[src/rtl/scene_pkg.sv]
// Shared types and default tuning constants for the scene sequencer and its bench.
package scene_pkg;

    typedef logic signed [11:0] offset_t;

    typedef enum logic [2:0] {
        COUNTDOWN  = 3'd0,
        LOGO_SLIDE = 3'd1,
        HEAD_RISE  = 3'd2,
        COIN_SPAWN = 3'd3,
        RUN        = 3'd4
    } scene_state_t;

    localparam int      DEF_COUNTDOWN_FRAMES = 5;
    localparam offset_t DEF_LOGO_STEP        = 12'sd30;
    localparam offset_t DEF_LOGO_END         = 12'sd640;
    localparam offset_t DEF_HEAD_START       = 12'sd180;
    localparam offset_t DEF_HEAD_STEP        = 12'sd17;
    localparam offset_t DEF_HEAD_END         = 12'sd50;
    localparam offset_t DEF_COIN_START       = -12'sd50;
    localparam offset_t DEF_COIN_MAX         = 12'sd40;
    localparam offset_t DEF_LANE_DX          = 12'sd100;

endpackage

[src/rtl/scene_sequencer_edge_sync.sv]
// Two-flop synchronizer with a registered one-cycle rising-edge pulse and a level output.
module edge_sync (
    input  logic clk,
    input  logic rst,
    input  logic din,
    output logic level,
    output logic pulse
);

    logic [2:0] sync;

    // NOTE: sequential state uses non-blocking assignments so every flop samples pre-edge values.
    always_ff @(posedge clk or posedge rst) begin
        if (rst) begin
            sync  <= 3'b000;
            pulse <= 1'b0;
        end else begin
            sync  <= {sync[1:0], din};
            pulse <= sync[1] & ~sync[2];
        end
    end

    assign level = sync[1];

endmodule

[src/rtl/scene_sequencer.sv]
// Frame-ticked intro/run sequencer for the sprite layers; lane behaviour selected by SCENE_LANE_LATCH_EN.
module scene_sequencer
    import scene_pkg::*;
#(
    parameter int      COUNTDOWN_FRAMES = DEF_COUNTDOWN_FRAMES,
    parameter offset_t LOGO_STEP        = DEF_LOGO_STEP,
    parameter offset_t LOGO_END         = DEF_LOGO_END,
    parameter offset_t HEAD_START       = DEF_HEAD_START,
    parameter offset_t HEAD_STEP        = DEF_HEAD_STEP,
    parameter offset_t HEAD_END         = DEF_HEAD_END,
    parameter offset_t COIN_START       = DEF_COIN_START,
    parameter offset_t COIN_MAX         = DEF_COIN_MAX,
    parameter offset_t LANE_DX          = DEF_LANE_DX
) (
    input  logic        CLK100MHZ,
    input  logic        CPU_RESET,
    input  logic        vsync,
    input  logic        btn_l,
    input  logic        btn_r,
    output offset_t     logo_voffset,
    output offset_t     head_hoffset,
    output offset_t     head_voffset,
    output offset_t     coin_loc,
    output logic        coin_flip,
    output logic [2:0]  state,
    output logic [15:0] score
);

    logic         frame_tick, vsync_level;
    logic         l_level, l_pulse, r_level, r_pulse;
    logic [7:0]   count;
    scene_state_t cur;
    offset_t      logo_next, head_next;

    edge_sync u_vsync (.clk(CLK100MHZ), .rst(CPU_RESET), .din(vsync), .level(vsync_level), .pulse(frame_tick));
    edge_sync u_btn_l (.clk(CLK100MHZ), .rst(CPU_RESET), .din(btn_l), .level(l_level), .pulse(l_pulse));
    edge_sync u_btn_r (.clk(CLK100MHZ), .rst(CPU_RESET), .din(btn_r), .level(r_level), .pulse(r_pulse));

    assign logo_next = logo_voffset + LOGO_STEP;
    assign head_next = head_voffset - HEAD_STEP;
    assign state     = cur;

    always_ff @(posedge CLK100MHZ or posedge CPU_RESET) begin
        if (CPU_RESET) begin
            cur          <= COUNTDOWN;
            count        <= 8'(COUNTDOWN_FRAMES);
            logo_voffset <= '0;
            head_voffset <= HEAD_START;
            coin_loc     <= COIN_START;
            coin_flip    <= 1'b0;
            score        <= '0;
        end else if (frame_tick) begin
            case (cur)
                COUNTDOWN: begin
                    count <= count - 8'd1;
                    if (count == 8'd1) cur <= LOGO_SLIDE;
                end
                LOGO_SLIDE: begin
                    logo_voffset <= logo_next;
                    if (logo_next >= LOGO_END) cur <= HEAD_RISE;
                end
                HEAD_RISE: begin
                    head_voffset <= head_next;
                    if (head_next <= HEAD_END) cur <= COIN_SPAWN;
                end
                COIN_SPAWN: begin
                    coin_loc <= '0;
                    cur      <= RUN;
                end
                RUN: begin
                    coin_flip <= ~coin_flip;
                    if (coin_loc == COIN_MAX) begin
                        coin_loc <= '0;
                        score    <= score + 16'd1;
                    end else begin
                        coin_loc <= coin_loc + 12'sd1;
                    end
                end
                default: cur <= COUNTDOWN;
            endcase
        end
    end

`ifdef SCENE_LANE_LATCH_EN
    logic signed [1:0] lane, lane_next;

    // NOTE: every always_comb output gets a default first so no path can infer a latch.
    always_comb begin
        lane_next = lane;
        if (cur != RUN)
            lane_next = 2'sd0;
        else if (l_pulse && !r_pulse && lane != -2'sd1)
            lane_next = lane - 2'sd1;
        else if (r_pulse && !l_pulse && lane != 2'sd1)
            lane_next = lane + 2'sd1;
    end

    always_ff @(posedge CLK100MHZ or posedge CPU_RESET) begin
        if (CPU_RESET) begin
            lane         <= 2'sd0;
            head_hoffset <= '0;
        end else begin
            lane <= lane_next;
            case (lane_next)
                2'sd1:   head_hoffset <= LANE_DX;
                -2'sd1:  head_hoffset <= -LANE_DX;
                default: head_hoffset <= '0;
            endcase
        end
    end

    logic unused_ok;
    assign unused_ok = ^{vsync_level, l_level, r_level};
`else
    // Left wins when both buttons are held.
    always_ff @(posedge CLK100MHZ or posedge CPU_RESET) begin
        if (CPU_RESET)
            head_hoffset <= '0;
        else if (l_level)
            head_hoffset <= -LANE_DX;
        else if (r_level)
            head_hoffset <= LANE_DX;
        else
            head_hoffset <= '0;
    end

    logic unused_ok;
    assign unused_ok = ^{vsync_level, l_pulse, r_pulse};
`endif

endmodule
[config.mk]
export PLATFORM = sky130hd
export DESIGN_NAME = scene_sequencer
export DESIGN_NICKNAME = d
export VERILOG_FILES = /design/src/rtl/scene_pkg.sv /design/src/rtl/scene_sequencer_edge_sync.sv /design/src/rtl/scene_sequencer.sv
export SDC_FILE = /design/constraint.sdc
export NUM_CORES = 1
export LEC_CHECK = 0
export ABC_CLOCK_PERIOD_IN_PS = 2200
export CORE_MARGIN = 4
export CORE_UTILIZATION = 47
export DETAILED_ROUTE_END_ITERATION = 8
export GPL_TIMING_DRIVEN = 0
export PLACE_DENSITY = 0.8
export SLEW_MARGIN = 10
export SYNTH_ARGS = -nofsm -noshare
export SYNTH_HDL_FRONTEND = slang
export SYNTH_HIERARCHICAL = 1
export SYNTH_SLANG_ARGS = --single-unit
[constraint.sdc]
create_clock -name CLK100MHZ -period 2.2 [get_ports CLK100MHZ]
set_input_delay 0.33 -clock CLK100MHZ [delete_from_list [all_inputs] [get_ports CLK100MHZ]]
set_output_delay 0.33 -clock CLK100MHZ [all_outputs]
set_load 0.05 [all_outputs]
Word-level counts from Yosys, hierarchy flattened:

Index checks and enable logic that the tools add are counted.

* bits in registers: 84
* bits of input ports: 5
* output and inout bits: 68
* word-level logic and storage cells: 49

* add/sub/neg operators: 5
* order comparisons: 2
* equality and inequality tests: 9
* muxes and demuxes: 8
* bitwise logic cells: 4
* reduce and logical (&&, ||, !) cells: 9

Operators by type and width (count)
* $mux W12: 2
* $pmux W12 S2: 1
* $add A16 B1 Y16 const B: 1
* $pmux W3 S5: 1
* $add A12 B2 Y12 const B: 1
* $add A12 B6 Y12 const B: 1
* $eq A12 B7 Y1 const B: 1
* $ge A12 B11 Y1 const B: 1
* $le A12 B7 Y1 const B: 1
* $sub A12 B6 Y12 const B: 1
* $reduce_and A2 Y1: 5
* $mux W3: 3
* $eq A8 B1 Y1 const B: 1
* $sub A8 B1 Y8 const B: 1
* $mux W7: 1
* $eq A3 B2 Y1 const B: 2
* $ne A2 B2 Y1 const B: 3
* $reduce_and A5 Y1: 1
* $eq A3 B1 Y1 const B: 1
* $eq A3 B3 Y1 const B: 1
* $logic_not A3 Y1: 1
* $not A1 Y1: 3
* $reduce_and A3 Y1: 1
* $reduce_bool A2 Y1: 1
* $and A1 B1 Y1: 1

Depth between registers and ports, before layout:

* depth after elaboration: 4
* depth in mapped cells: 9
* gate-level depth less buffers: 8

By module:

Netlist, hierarchy kept.

Modules (own cells, without submodules)
* scene_sequencer: instances 1, cells each 341, area an instance 3430.8 µm², sequential area each 1670.4 µm²
* edge_sync: instances 3, cells each 6, area an instance 117.6 µm², sequential area each 100.1 µm²

Worst setup path after synthesis:

OpenSTA, ideal clock, no wires.

* path kind: register -> register
* start: reg logo_voffset[1]
* end: reg cur[0] (netlist: state[0])
* library setup time: 65 ps
* arrival: 2344 ps
* required time: 2135 ps
* slack: -208 ps
* cell stages (with the launch flop): 10
* path buffers: 1
* period minus slack after synthesis: 2408 ps
* cell sequence: dfrtp_1 -> inv_1 -> ha_1 -> or3b_1 -> buf_2 -> and3_1 -> o311a_1 -> o311ai_1 -> and3_1 -> a211o_1

* word-level cells in the longest chain between the ends: 4

Ends and longest elaborated chain
* start: declaration: line scene_sequencer.sv:20 `output offset_t logo_voffset,`
* start signal: assignment: line scene_sequencer.sv:59 `logo_voffset <= logo_next;`
* $add A12 B6 Y12: line scene_sequencer.sv:39 `assign logo_next = logo_voffset + LOGO_STEP;`
* named net logo_next[1]: line scene_sequencer.sv:33 `offset_t logo_next, head_next;`
* $ge A12 B11 Y1: line scene_sequencer.sv:60 `if (logo_next >= LOGO_END) cur <= HEAD_RISE;`
* $ne A2 B2 Y1 (no line)
* $reduce_and A5 Y1 (no line)
* end signal: assignment: line scene_sequencer.sv:45 `cur <= COUNTDOWN;`
* end signal: assignment: line scene_sequencer.sv:60
* end signal: assignment: line scene_sequencer.sv:64 `if (head_next <= HEAD_END) cur <= COIN_SPAWN;`
* end: declaration: line scene_sequencer.sv:32 `scene_state_t cur;`

The timed path passes the listed nets, and every way through them passes these cells.
A chain may end at the register's enable or synchronous reset.

Final worst setup path:

* start: reg cur[0] (netlist: state[0])
* end: reg score[13]

* word-level cells in the longest chain between the ends: 2

Ends and longest elaborated chain
* start signal: assignment: line scene_sequencer.sv:45
* start signal: assignment: line scene_sequencer.sv:56 `if (count == 8'd1) cur <= LOGO_SLIDE;`
* start signal: assignment: line scene_sequencer.sv:60
* $eq A3 B3 Y1: line scene_sequencer.sv:53 `case (cur)`
* $reduce_and A3 Y1 (no line)
* end signal: assignment: line scene_sequencer.sv:74 `score <= score + 16'd1;`
* end: declaration: line scene_sequencer.sv:26 `output logic [15:0] score`

No other way between the ends.

==> results.ini <==
[clock_tree]
htreeDepth = 3
insertion_delay_ns = 0.34
cts.sinks = 74
cts_root_buf = clkbuf_8
cts_max_path_buffers = 2
cts_tree = built
path_clk_slew_ns = 0.08
cts_buffers = 9

[timing]
hold_viol = 0
min_period_ns = 2.17
tightestPinTransition_ns = 0.792
hold-worst-slack_ns = 0.278
final.setup.tns_ns = 0
fin_crit_sh = 0.985
fmax_mhz = 462
finClkSkew_ns = 0.0101
setup_viol = 0
slew_headroom = 0.472
slew_violations = 0

[floorplanning]
initial_core_util = 0.493
die_w_microns = 96.2
io_pins = 73
core_sq_um = 7410
dieArea_sq_um = 9250
die_y_microns = 96.2
rows = 31

[yosys]
ys_warn_count = 6
synth_cells = 353
avgSynthCellArea_sq_um = 10.4
syn_area_sq_um = 3660

[route]
num_vias = 2831
drc_errors = 0
drt_first_pass_iters = 4
ant_nets = 0
vias_per_cell = 5.20
avgRoutedWirePerCell_microns = 14.0
drt-initial-drc-count = 91
wirelength_microns = 7630

[cells_and_area]
multi_input_area_sq_um = 1680
layout_commonest_cell = clkdlybuf4s50_1
n_antenna_cell = 0
nets = 453
final_cell_mix = 69 x clkdlybuf4s50_1, 54 x dfrtp_1, 31 x nand2_1
nFillCells = 560
area_delta_synth_final_pct = 31.6
drive_gt1_frac = 0.189
seq_area_sq_um = 1880

[placement]
io_buffer_count = 69
place_congestion = 0.848
dp_hpwl_microns = 5320

[grt]
grt-ovfl-total = 0
antenna_found_initial = 0
track_usage = 0.170
first_global_vias = 2724
grt_max_degree = 67
grt_pass1_wl_microns = 12600

[setup_path]
cp.required_ns = 2.43
critical_path_arrival_ns = 2.40
setup.worst_path.class = flip-flop to flip-flop
r2r_start = state[0]
start_kind = flip-flop
endpoint_kind = flip-flop
setup.worst_path.start = state[0]
cp_max_fo = 10

[power]
p_leak_uw = 0.00211
p_per_area_nw_per_um2 = 710
ir_drop_mv = 0.536

[run]
cap_violations = 0

[status]
status = finished clean

[hold_path]
hold_class = primary input to async pin

registers in the layout (all words and copies together), names as in the netlist:
name,flops
state,3
u_vsync/pulse,1
u_vsync/sync,3
head_hoffset,3
coin_flip,1
score,16
u_btn_l/sync,2
coin_loc,12
count,8
head_voffset,12
logo_voffset,11
u_btn_r/sync,2
layout make-up:
class,count,area share
clock buffer,9,0.0257
multi-input combinational,247,0.350
tap,99,0.0257
inverter,13,0.0107
buffer,19,0.0265
sequential,74,0.390
clock inverter,7,0.0164
timing repair buffer,76,0.155
where the power goes:
group | internal [uW] | leakage, uW | switching, uW
logic | 315 | 0.00108 | 419
clock network | 533 | 0.0000973 | 533
registers | 1500 | 0.000930 | 120
metrics by stage:
step           std cells  worst slack, ns  utilization  cell area [sq um]  power (uW)
2_1_floorplan        355          -0.0780            -               3670        2070
3_3_place_gp         523            -1.17        0.605               4480        2220
3_5_place_dp         523           -0.128        0.606               4490        2260
4_1_cts              541          0.00941        0.637               4720        3360
5_1_grt              544          -0.0658        0.650               4810        3570
6_report             544           0.0340        0.650               4810        3420
critical path, cell delays in order, from the launching register on:
cell,delay (ns)
dfrtp_2,0.42
buf_2,0.18
and4bb_2,0.29
buf_4,0.16
and4_4,0.22
buf_4,0.15
nand4_1,0.21
nor2_2,0.17
nand3_1,0.12
xnor2_1,0.14
final timing paths:
kind | to | slack, ns | cells after the start
min in group CLK100MHZ | u_btn_r/sync[1] | 0.36 | 0
worst max-delay path | score[13] | 0.03 | 9
worst min-delay path | u_btn_r/sync[0] | 0.28 | 2
worst max register to register | score[13] | 0.03 | 9
max in group asynchronous | state[0] | 1.06 | 2
worst min register to register | u_btn_r/sync[1] | 0.36 | 0
per-layer routing:
metal  vias to the layer above  wire (microns)  global-route usage
li1                       1395               -                   -
met3                        10             429              0.0422
met4                         0              88              0.0533
met5                         -               0                   0
met1                      1352            3410               0.219
met2                        74            3700               0.281
repair_timing:
| item | 4_1_cts | 5_1_grt |
|---|---|---|
| hold buffers | 0 | 0 |
| gates cloned | 0 | 0 |
| pin swaps | 3 | 6 |
| endpoints found under the setup margin | 8 | 21 |
| buffers inserted | 4 | 3 |
| gates resized for setup | 2 | 15 |
Power figures use the tool's default switching activity.
